**src/rtl/msd_pkg.sv**
```systemverilog
// Shared types and constants for the DDR5 DIMM scheduler front end.
package msd_pkg;

    localparam int MSD_QDEPTH = 16;
    localparam int MSD_NCORES = 12;

    typedef enum logic [1:0] {
        OP_RD = 2'd0,
        OP_WR = 2'd1,
        OP_IF = 2'd2
    } mem_op_t;

    typedef struct packed {
        logic [15:0] row;
        logic [9:0]  col;
        logic [1:0]  bank;
        logic [2:0]  bg;
    } dram_addr_t;

    // One queue slot: the op plus the already-decoded DRAM coordinates.
    typedef struct packed {
        mem_op_t    op;
        dram_addr_t fields;
    } entry_t;

    typedef enum logic [1:0] {
        OCC_EMPTY   = 2'd0,
        OCC_PARTIAL = 2'd1,
        OCC_FULL    = 2'd2
    } occ_state_t;

endpackage

```
**src/rtl/msd_addr_decode.sv**
```systemverilog
// Splits a 36-bit physical byte address into DRAM row/col/bank/bank-group
// and flags addresses outside the single populated channel.
module msd_addr_decode
    import msd_pkg::*;
(
    input  logic [35:0] addr,
    output dram_addr_t  fields,
    output logic        legal
);

    // The low two bits select bytes within a 32-bit beat and carry no DRAM field.
    logic unused_byte_bits;
    assign unused_byte_bits = ^addr[1:0];

    assign fields.row  = addr[33:18];
    assign fields.col  = {addr[17:12], addr[5:2]};
    assign fields.bank = addr[11:10];
    assign fields.bg   = addr[9:7];

    assign legal = (addr[35:34] == 2'b00) && (addr[6] == 1'b0);

endmodule

```
**src/rtl/msd_req_queue.sv**
```systemverilog
// In-order request queue in front of the DDR5 command scheduler: drops illegal
// requests with a one-cycle error pulse and presents the decoded head entry.
module msd_req_queue
    import msd_pkg::*;
#(
    parameter int DEPTH = MSD_QDEPTH,
    parameter int AGE_W = 8
) (
    input  logic                   clk,
    input  logic                   rst_n,
    input  logic                   in_valid,
    output logic                   in_ready,
    input  logic [11:0]            in_core,
    input  logic [1:0]             in_op,
    input  logic [35:0]            in_addr,
    output logic                   out_valid,
    input  logic                   out_ready,
    output logic [1:0]             out_op,
    output logic [15:0]            out_row,
    output logic [9:0]             out_col,
    output logic [1:0]             out_bank,
    output logic [2:0]             out_bg,
    output logic [AGE_W-1:0]       out_age,
    output logic [$clog2(DEPTH):0] count,
    output logic                   full,
    output logic                   empty,
    output logic                   err_illegal,
    output logic [1:0]             occ_state
);

    // Handshakes: a transfer happens on a rising edge where valid && ready.
    // in_ready and out_valid depend only on occupancy, never on the partner's
    // signal, so a full queue cannot pass through and an empty one cannot bypass.

    localparam int PTR_W = $clog2(DEPTH);
    localparam int CNT_W = PTR_W + 1;

    occ_state_t       state;
    occ_state_t       state_nxt;
    logic [PTR_W-1:0] rd_ptr;
    logic [PTR_W-1:0] wr_ptr;
    entry_t           mem [DEPTH];
    logic [AGE_W-1:0] age [DEPTH];
    logic [DEPTH-1:0] occupied;
    entry_t           head;

    dram_addr_t in_fields;
    logic       addr_legal;
    logic       in_legal;
    logic       offer;
    logic       push;
    logic       pop;

    msd_addr_decode u_decode (
        .addr   (in_addr),
        .fields (in_fields),
        .legal  (addr_legal)
    );

    assign in_legal = (in_op <= 2'(OP_IF)) && (in_core < 12'(MSD_NCORES)) && addr_legal;

    assign full      = (state == OCC_FULL);
    assign empty     = (state == OCC_EMPTY);
    assign in_ready  = !full;
    assign out_valid = !empty;
    assign occ_state = state;

    // An illegal offer still completes the handshake so the source moves on.
    assign offer = in_valid && in_ready;
    assign push  = offer && in_legal;
    assign pop   = out_valid && out_ready;

    always_comb begin
        state_nxt = state;
        case (state)
            OCC_EMPTY: begin
                if (push) state_nxt = OCC_PARTIAL;
            end
            OCC_PARTIAL: begin
                if (push && !pop && count == CNT_W'(DEPTH - 1)) begin
                    state_nxt = OCC_FULL;
                end else if (pop && !push && count == CNT_W'(1)) begin
                    state_nxt = OCC_EMPTY;
                end
            end
            OCC_FULL: begin
                if (pop) state_nxt = OCC_PARTIAL;
            end
            default: state_nxt = OCC_EMPTY;
        endcase
    end

    always_ff @(posedge clk or negedge rst_n) begin
        if (!rst_n) begin
            state       <= OCC_EMPTY;
            rd_ptr      <= '0;
            wr_ptr      <= '0;
            count       <= '0;
            err_illegal <= 1'b0;
        end else begin
            state       <= state_nxt;
            err_illegal <= offer && !in_legal;
            if (push) wr_ptr <= wr_ptr + PTR_W'(1);
            if (pop)  rd_ptr <= rd_ptr + PTR_W'(1);
            case ({push, pop})
                2'b10:   count <= count + CNT_W'(1);
                2'b01:   count <= count - CNT_W'(1);
                default: count <= count;
            endcase
        end
    end

    // Payload storage needs no reset: it is only visible through out_valid.
    always_ff @(posedge clk) begin
        if (push) begin
            mem[wr_ptr] <= '{op: mem_op_t'(in_op), fields: in_fields};
        end
    end

    // A slot can never be pushed and popped on the same edge: that would need
    // the queue to be both empty (pop ignored) and full (push refused).
    always_ff @(posedge clk or negedge rst_n) begin
        if (!rst_n) begin
            occupied <= '0;
            for (int i = 0; i < DEPTH; i++) begin
                age[i] <= '0;
            end
        end else begin
            for (int i = 0; i < DEPTH; i++) begin
                if (push && wr_ptr == PTR_W'(i)) begin
                    occupied[i] <= 1'b1;
                    age[i]      <= '0;
                end else begin
                    if (pop && rd_ptr == PTR_W'(i)) occupied[i] <= 1'b0;
                    if (occupied[i] && age[i] != '1) age[i] <= age[i] + AGE_W'(1);
                end
            end
        end
    end

    assign head = mem[rd_ptr];

    assign out_op   = out_valid ? 2'(head.op)       : 2'b00;
    assign out_row  = out_valid ? head.fields.row  : '0;
    assign out_col  = out_valid ? head.fields.col  : '0;
    assign out_bank = out_valid ? head.fields.bank : '0;
    assign out_bg   = out_valid ? head.fields.bg   : '0;
    assign out_age  = out_valid ? age[rd_ptr]      : '0;

endmodule

```
**config.mk**
```make
export PLATFORM = sky130hd
export DESIGN_NAME = msd_req_queue
export DESIGN_NICKNAME = d
export VERILOG_FILES = /design/src/rtl/msd_pkg.sv /design/src/rtl/msd_addr_decode.sv /design/src/rtl/msd_req_queue.sv
export SDC_FILE = /design/constraint.sdc
export NUM_CORES = 1
export LEC_CHECK = 0
export CORE_AREA = 8 8 268 270
export CTS_CLUSTER_SIZE = 8
export DETAILED_ROUTE_END_ITERATION = 12
export DIE_AREA = 0 0 276 278
export GPL_TIMING_DRIVEN = 0
export HOLD_SLACK_MARGIN = 0.03
export SETUP_SLACK_MARGIN = 0.3
export SLEW_MARGIN = 20
export SYNTH_ARGS = -nofsm -noshare
export SYNTH_HDL_FRONTEND = slang
export SYNTH_SLANG_ARGS = --single-unit
export TNS_END_PERCENT = 1
```
**constraint.sdc**
```tcl
create_clock -name clk -period 11.5 [get_ports clk]
set_clock_uncertainty 0.05 [all_clocks]
set_input_delay 2.3 -clock clk [delete_from_list [all_inputs] [get_ports clk]]
set_output_delay 2.3 -clock clk [all_outputs]
set_load 0.01 [all_outputs]
```
Word level (Yosys, flattened, before mapping) --
Memory sizes are Yosys's and may differ from the RTL's. Index checks and enable logic that the tools add are counted.
Storage, ports and cells: memories 1, input port bits 54, memory bits (writable) 528, output and inout port bits 53, logic and storage cells 301, flip-flop bits (word level) 160
Memory list:
- mem | words 16, bits a word 33, rd ports 1, clocked after Yosys merged registers in 0, wr ports 1, RTL line msd_req_queue.sv:42 | entry_t mem [DEPTH];
Operators by class: multiplexer cells 81, add/subtract/negate cells 20, magnitude comparators 3, equality and inequality tests 55, reductions and logical operators 102, bitwise operators 2
Operators with widths (count):
- 2-to-1 mux 8 bit | 35
- adder 8 x 1 -> 8 bit, second input constant | 16
- != test 8 bit, second input constant | 16
- nonzero test 2 bit | 33
- equality test 4 bit, second input constant | 16
- logical AND 1 bit | 59
- 2-to-1 mux 1 bit | 34
- binary-select mux 8 bit (select 4 bit) | 1
- equality test 4 x 3 -> 1 bit, second input constant | 8
- equality test 4 x 2 -> 1 bit, second input constant | 4
- 2-to-1 mux 16 bit | 1
- < comparator 12 x 4 -> 1 bit, second input constant | 1
- 2-to-1 mux 2 bit | 6
- 2-to-1 mux 10 bit | 1
- case mux 5 bit (2 select lines) | 1
- adder 4 x 1 -> 4 bit, second input constant | 2
- equality test 4 x 1 -> 1 bit, second input constant | 2
- zero test 4 bit | 2
- case mux 2 bit (3 select lines) | 1
- adder 5 x 1 -> 5 bit, second input constant | 1
- equality test 5 x 1 -> 1 bit, second input constant | 1
- equality test 5 x 4 -> 1 bit, second input constant | 1
- greater-or-equal comparator 5 bit, second input constant | 1
- zero test 1 bit | 5
- other kinds (11) | 15

Longest topological paths before layout --
depth in word-level cells 10, gate-level depth with buffers 10, gate-level depth less buffers 9

Hierarchy --
Synthesis repeated with hierarchy kept, for this count alone.
Second synthesis, totals: cell total of the unflattened synthesis 2061, area, all modules 30063.8 um2
Modules (own cells, without submodules):
- msd_req_queue | area each 29821.1 um2, cells an instance 2029, instances 1
- msd_addr_decode | area each 242.7 um2, cells an instance 32, instances 1

Worst setup path before layout --
OpenSTA, ideal clock, no wires.
kind input port to flip-flop, from input in_core[6], to memory mem[12][0] in the netlist's numbering, enable pin, path buffers 3, path slack 4449 ps, arrival time 6494 ps, stages on the path 6, data required time 10943 ps, path through nor4_2 nand4_1 buf_6 buf_6 clkbuf_1 nor4_1
Between the ends: cells in the longest elaborated chain, start to end 6
Ends and longest elaborated chain:
- start, declared | RTL line msd_req_queue.sv:13 | input logic [11:0] in_core,
- < comparator 12 x 4 -> 1 bit | RTL line msd_req_queue.sv:60 | assign in_legal = (in_op <= 2'(OP_IF)) && (in_core < 12'(MSD_NCORES)) && addr_legal;
- logical AND 1 bit (2 in series) | RTL line msd_req_queue.sv:60
- logical AND 1 bit | RTL line msd_req_queue.sv:70 | assign push = offer && in_legal;
- 2-to-1 mux 1 bit | RTL line msd_req_queue.sv:115 | if (push) begin
- 2-to-1 mux 1 bit (not written as such) | RTL line msd_req_queue.sv:116 | mem[wr_ptr] <= '{op: mem_op_t'(in_op), fields: in_fields};
- end, declared | RTL line msd_req_queue.sv:42
No other way between the ends.

Worst setup path after layout --
from input in_op[0], to memory mem[9][24] in the netlist's numbering, enable pin
Between the ends: cells in the longest elaborated chain, start to end 6
Ends and longest elaborated chain:
- start, declared | RTL line msd_req_queue.sv:14 | input logic [1:0] in_op,
- <= comparator 2 bit | RTL line msd_req_queue.sv:60
- logical AND 1 bit (2 in series) | RTL line msd_req_queue.sv:60
- logical AND 1 bit | RTL line msd_req_queue.sv:70
- 2-to-1 mux 1 bit | RTL line msd_req_queue.sv:115
- 2-to-1 mux 1 bit (not written as such) | RTL line msd_req_queue.sv:116
No other way between the ends.

==> metrics.md <==
| Metric | Value |
|---|---|
| Detail Route Antenna Nets | `0` |
| Number of setup buffers added after CTS | `0` |
| Outcome | `finished clean` |
| Post-synth ARST share | `roughly a quarter` |
| Clock-pin slew on the worst setup and hold paths | `approximately 0.05 ns` |
| Crit path max-delay cell type | `a22oi_1` |
| Sw frac | `31.3%` |
| Total Wirelength | `78600 um` |
| Synth Register Bits | `688` |
| Clock sinks | `a little under 700` |
| Crit-path leading delay family | `buffers and inverters` |
| Initial antenna violation count | `1` |
| CTS tree | `done` |
| P_leak | `approximately 13 nW` |
| Synth warn | `0` |
| Nets | `between 2000 and 2500` |
| Max-cap violations | `0` |
| Layout area overhead | `18.3%` |
| Max Used Layer | `met4` |
| DR WL/cell | `23.6 um` |
| Core area | `~68000 sq um` |
| H-tree depth | `3` |
| Initial drt markers | `between 1500 and 2000` |
| Post-synth EDFFs | `~530` |
| Post-Syn Instances | `~2100` |
| Initial Util | `roughly 44%` |
| Pwr dens | `approximately 210 nW/um^2` |
| WL met1 | `~35000 um` |
| Chip height | `about 280 um` |
| Internal | `5.00 mW` |
| Actual slew at the worst max-slew pin | `roughly 0.97 ns` |
| CTS root buf | `clkbuf_16` |
| Unrepaired setup endpoints after global routing | `no` |
| Max Fclk | `about 150 MHz` |
| Routability cong. | `~0.87` |
| Vias/cell | `5.75` |
| Total GRT Usage | `roughly a fifth` |
| Clock buffer depth | `3` |
| Final Total Pwr | `around 7.3 mW` |
| DIE AREA | `approximately 77000 sq um` |
| Routed length on met3 | `between 4000 and 5000 um` |
| Final Cell Area | `roughly 35000 sq um` |
| Pins Over Slew Limit | `0` |
| Critical path class | `in2reg` |
| Top FF cell, synth | `edfxtp_1` |
| Post-cts resize count | `0` |
| Fill cells | `5694` |
| Final Hold Viols | `0` |
| Clock share of power | `between 30% and 40%` |
| Crit path DAT | `6.79 ns` |
| Critical Path Most Common Cell | `buf_2` |
| Net Switching | `~2.3 mW` |
| Share of layout cells above drive strength 1 | `between 10% and 20%` |
| Net count after synthesis | `2196` |
| Sequential share of power | `between 30% and 40%` |
| Post-Syn Area | `30000 sq um` |
| Cell Chain, Critical Path | `clkdlybuf4s50_1 > a22oi_1 > nand4_1 > buf_6 > buf_6 > clkbuf_1 > nor4_2 > buf_2 > buf_2 > buf_2 > buf_2` |
| Placed wire-length estimate | `54400 um` |
| Gate power share | `between 20% and 30%` |
| Peak VDD IR | `between 0.1 and 0.15 mV` |
| Seq/Total Area, Yosys | `roughly two thirds` |
| Worst Setup Start Kind | `primary input` |
| Rows | `96` |
| PortBufs | `between 100 and 150` |
| Slowest stage delay, CP | `slightly below 0.9 ns` |
| Hold_buf cts | `0` |
| Placed inst area | `32800 sq um` |
| Fin crit period | `approximately 6.5 ns` |
| Chip width | `roughly 280 um` |
| Non-filler cells, final | `approximately 3300` |
| Mean Syn Cell Area | `about 14 sq um` |
| CP endpoint kind | `flip-flop` |
| Worst skew pair latency | `around 0.64 ns` |
| Dpl cells | `3188` |
| First-pass GRT wire length | `approximately 120000 um` |
| Critical path data required time | `between 10 and 15 ns` |
| Synth unique cells | `55` |
| DR pass1 iterations | `6` |
| HP Class | `reg2reg` |
| Crit-path max FO | `17` |
| Met2 Routed Length | `36700 um` |
| CP bufs+invs | `8` |
| Ports | `107` |
| Relative slew slack | `35.4%` |
| Largest net degree at the start of global routing | `90` |
| Hold slack | `between 0.4 and 0.5 ns` |
| Global route overflow | `0` |
| Via count | `roughly 19000` |
| DRC viols | `0` |
| Final period utilization | `between 50 and 60%` |
| Total CTS buffers | `96` |
| Endpoints failing setup | `0` |
| Vias in the first global route | `~19000` |
## layout by cell type, fill, tap and decap left out, types with 6 or more instances in the layout
| master | netlist | routed |
|---|---|---|
| a211oi_1 | 17 | 17 |
| buf_6 | 2 | 10 |
| or2_2 | 6 | 6 |
| buf_2 | 37 | 91 |
| and4_1 | 23 | 23 |
| buf_1 | 11 | 11 |
| nor3_1 | 39 | 39 |
| nand2_1 | 150 | 150 |
| ha_1 | 30 | 30 |
| a21o_1 | 10 | 10 |
| a22oi_1 | 165 | 165 |
| nand3_1 | 34 | 34 |
| inv_1 | 36 | 36 |
| a21oi_1 | 41 | 41 |
| o2111ai_1 | 6 | 6 |
| clkbuf_1 | 52 | 84 |
| nor4_2 | 2 | 11 |
| nor2_1 | 107 | 106 |
| nor2b_1 | 6 | 6 |
| nor4_1 | 15 | 6 |
| nor4_4 | 13 | 13 |
| a31oi_1 | 8 | 8 |
| o21ai_0 | 38 | 38 |
| buf_4 | 1 | 26 |
| nand4_1 | 32 | 32 |
| xor2_1 | 27 | 27 |
| edfxtp_1 | 528 | 528 |
| dfrtp_1 | 160 | 160 |
| o211ai_1 | 8 | 8 |
| nand2b_1 | 17 | 17 |
| and3_1 | 15 | 13 |
| o22ai_1 | 42 | 42 |
| clkbuf_16 | 0 | 98 |
| a41oi_1 | 11 | 11 |
| clkdlybuf4s50_1 | 0 | 101 |
| xnor2_1 | 26 | 26 |
| mux2i_1 | 351 | 351 |
## final cells by class
class | instances | area [sq um] | share of cell area [%]
inverters | 40 | 150 | 0.423
flip-flops and latches | 688 | 19900 | 56.0
repair buffers | 194 | 1670 | 4.70
well taps | 882 | 1100 | 3.11
clock inverters | 5 | 82.6 | 0.233
multi-input cells | 1281 | 9570 | 27.0
clock buffers | 130 | 2570 | 7.26
plain buffers | 103 | 452 | 1.27
diodes | 1 | 2.50 | 0.00706
## path summary, 6_finish.rpt
check	from	end	slack [ns]	cells after the start
min in group asynchronous	rst_n	count[3]	1.63	1
worst max register to register	occ_state[0]	mem[9][24]	7.89	9
worst max-delay path	in_op[0]	mem[9][24]	4.98	11
max in group asynchronous	rst_n	age[113]	8.93	2
worst min-delay path	age[70]	age[70]	0.48	1
worst min register to register	age[70]	age[70]	0.48	1
## cells in the mapped netlist (11+ instances only)
cell type / number / area [sq um]
a211oi_1: 17 / 128
nor3_1: 39 / 195
buf_2: 37 / 185
nor2_1: 107 / 402
buf_1: 11 / 41.3
mux2i_1: 351 / 3510
o22ai_1: 42 / 263
and4_1: 23 / 201
ha_1: 30 / 375
xnor2_1: 26 / 228
nor4_1: 15 / 93.8
a21oi_1: 41 / 205
inv_1: 36 / 135
nand2b_1: 17 / 106
a22oi_1: 165 / 1240
clkbuf_1: 52 / 195
dfrtp_1: 160 / 4000
o21ai_0: 38 / 190
nand3_1: 34 / 170
nand2_1: 150 / 563
nand4_1: 32 / 200
xor2_1: 27 / 236
edfxtp_1: 528 / 15900
nor4_4: 13 / 277
and3_1: 15 / 93.8
a41oi_1: 11 / 96.3
## flip-flops by register name, summed over array words and instances, names as in the netlist
| name | cells |
|---|---|
| wr_ptr | 4 |
| rd_ptr | 4 |
| age | 128 |
| err_illegal | 1 |
| occupied | 16 |
| count | 5 |
| occ_state | 2 |
| mem | 528 |
## logic make-up (layout without fill, tap and decap cells)
group | after synthesis | in the layout | synth area share, %
adders and majority gates | 30 | 30 | 1.25
buffers and inverters | 143 | 472 | 2.01
DFF | 688 | 688 | 66.3
and+or+nand+nor | 480 | 480 | 8.68
other | 0 | 1 | 0
xor gates and xnor gates | 53 | 53 | 1.55
muxes | 352 | 352 | 11.8
AOI/OAI and AO/OA | 366 | 366 | 8.46
## worst register-to-register path, stage by stage, from the launching register on
cell	delay [ns]
dfrtp_1	0.39
nand2b_1	0.19
nand2_1	0.18
buf_2	0.30
clkbuf_1	0.33
nor4_2	0.75
buf_2	0.37
buf_2	0.23
buf_2	0.24
buf_2	0.26
## metal layers
metal	up-vias	track usage (%)
li1	8780	-
met5	-	0
met1	9598	27.1
met4	0	7.40
met2	585	32.0
met3	134	3.56
## stage by stage
| stage | util, % | TNS (ns) | setup slack (ns) |
|---|---|---|---|
| 2_1_floorplan | - | 0 | 4.45 |
| 3_3_place_gp | 47.4 | -337.79 | -1.57 |
| 3_5_place_dp | 48.4 | 0 | 4.41 |
| 4_1_cts | 52.3 | 0 | 5.06 |
| 5_1_grt | 52.3 | 0 | 4.99 |
| 6_report | 52.3 | 0 | 4.98 |
## power groups by stage
stage                     Sequential, mW  Clock [mW]  Combinational (mW)
after floorplan                     2.77           0                1.18
after global placement              2.77           0                2.00
after detailed placement            2.78           0                2.01
after CTS                           2.73        2.59                2.03
after global routing                2.73        2.69                2.13
final                               2.73        2.54                2.00
No activity file was read; power rests on OpenSTA's default activity.
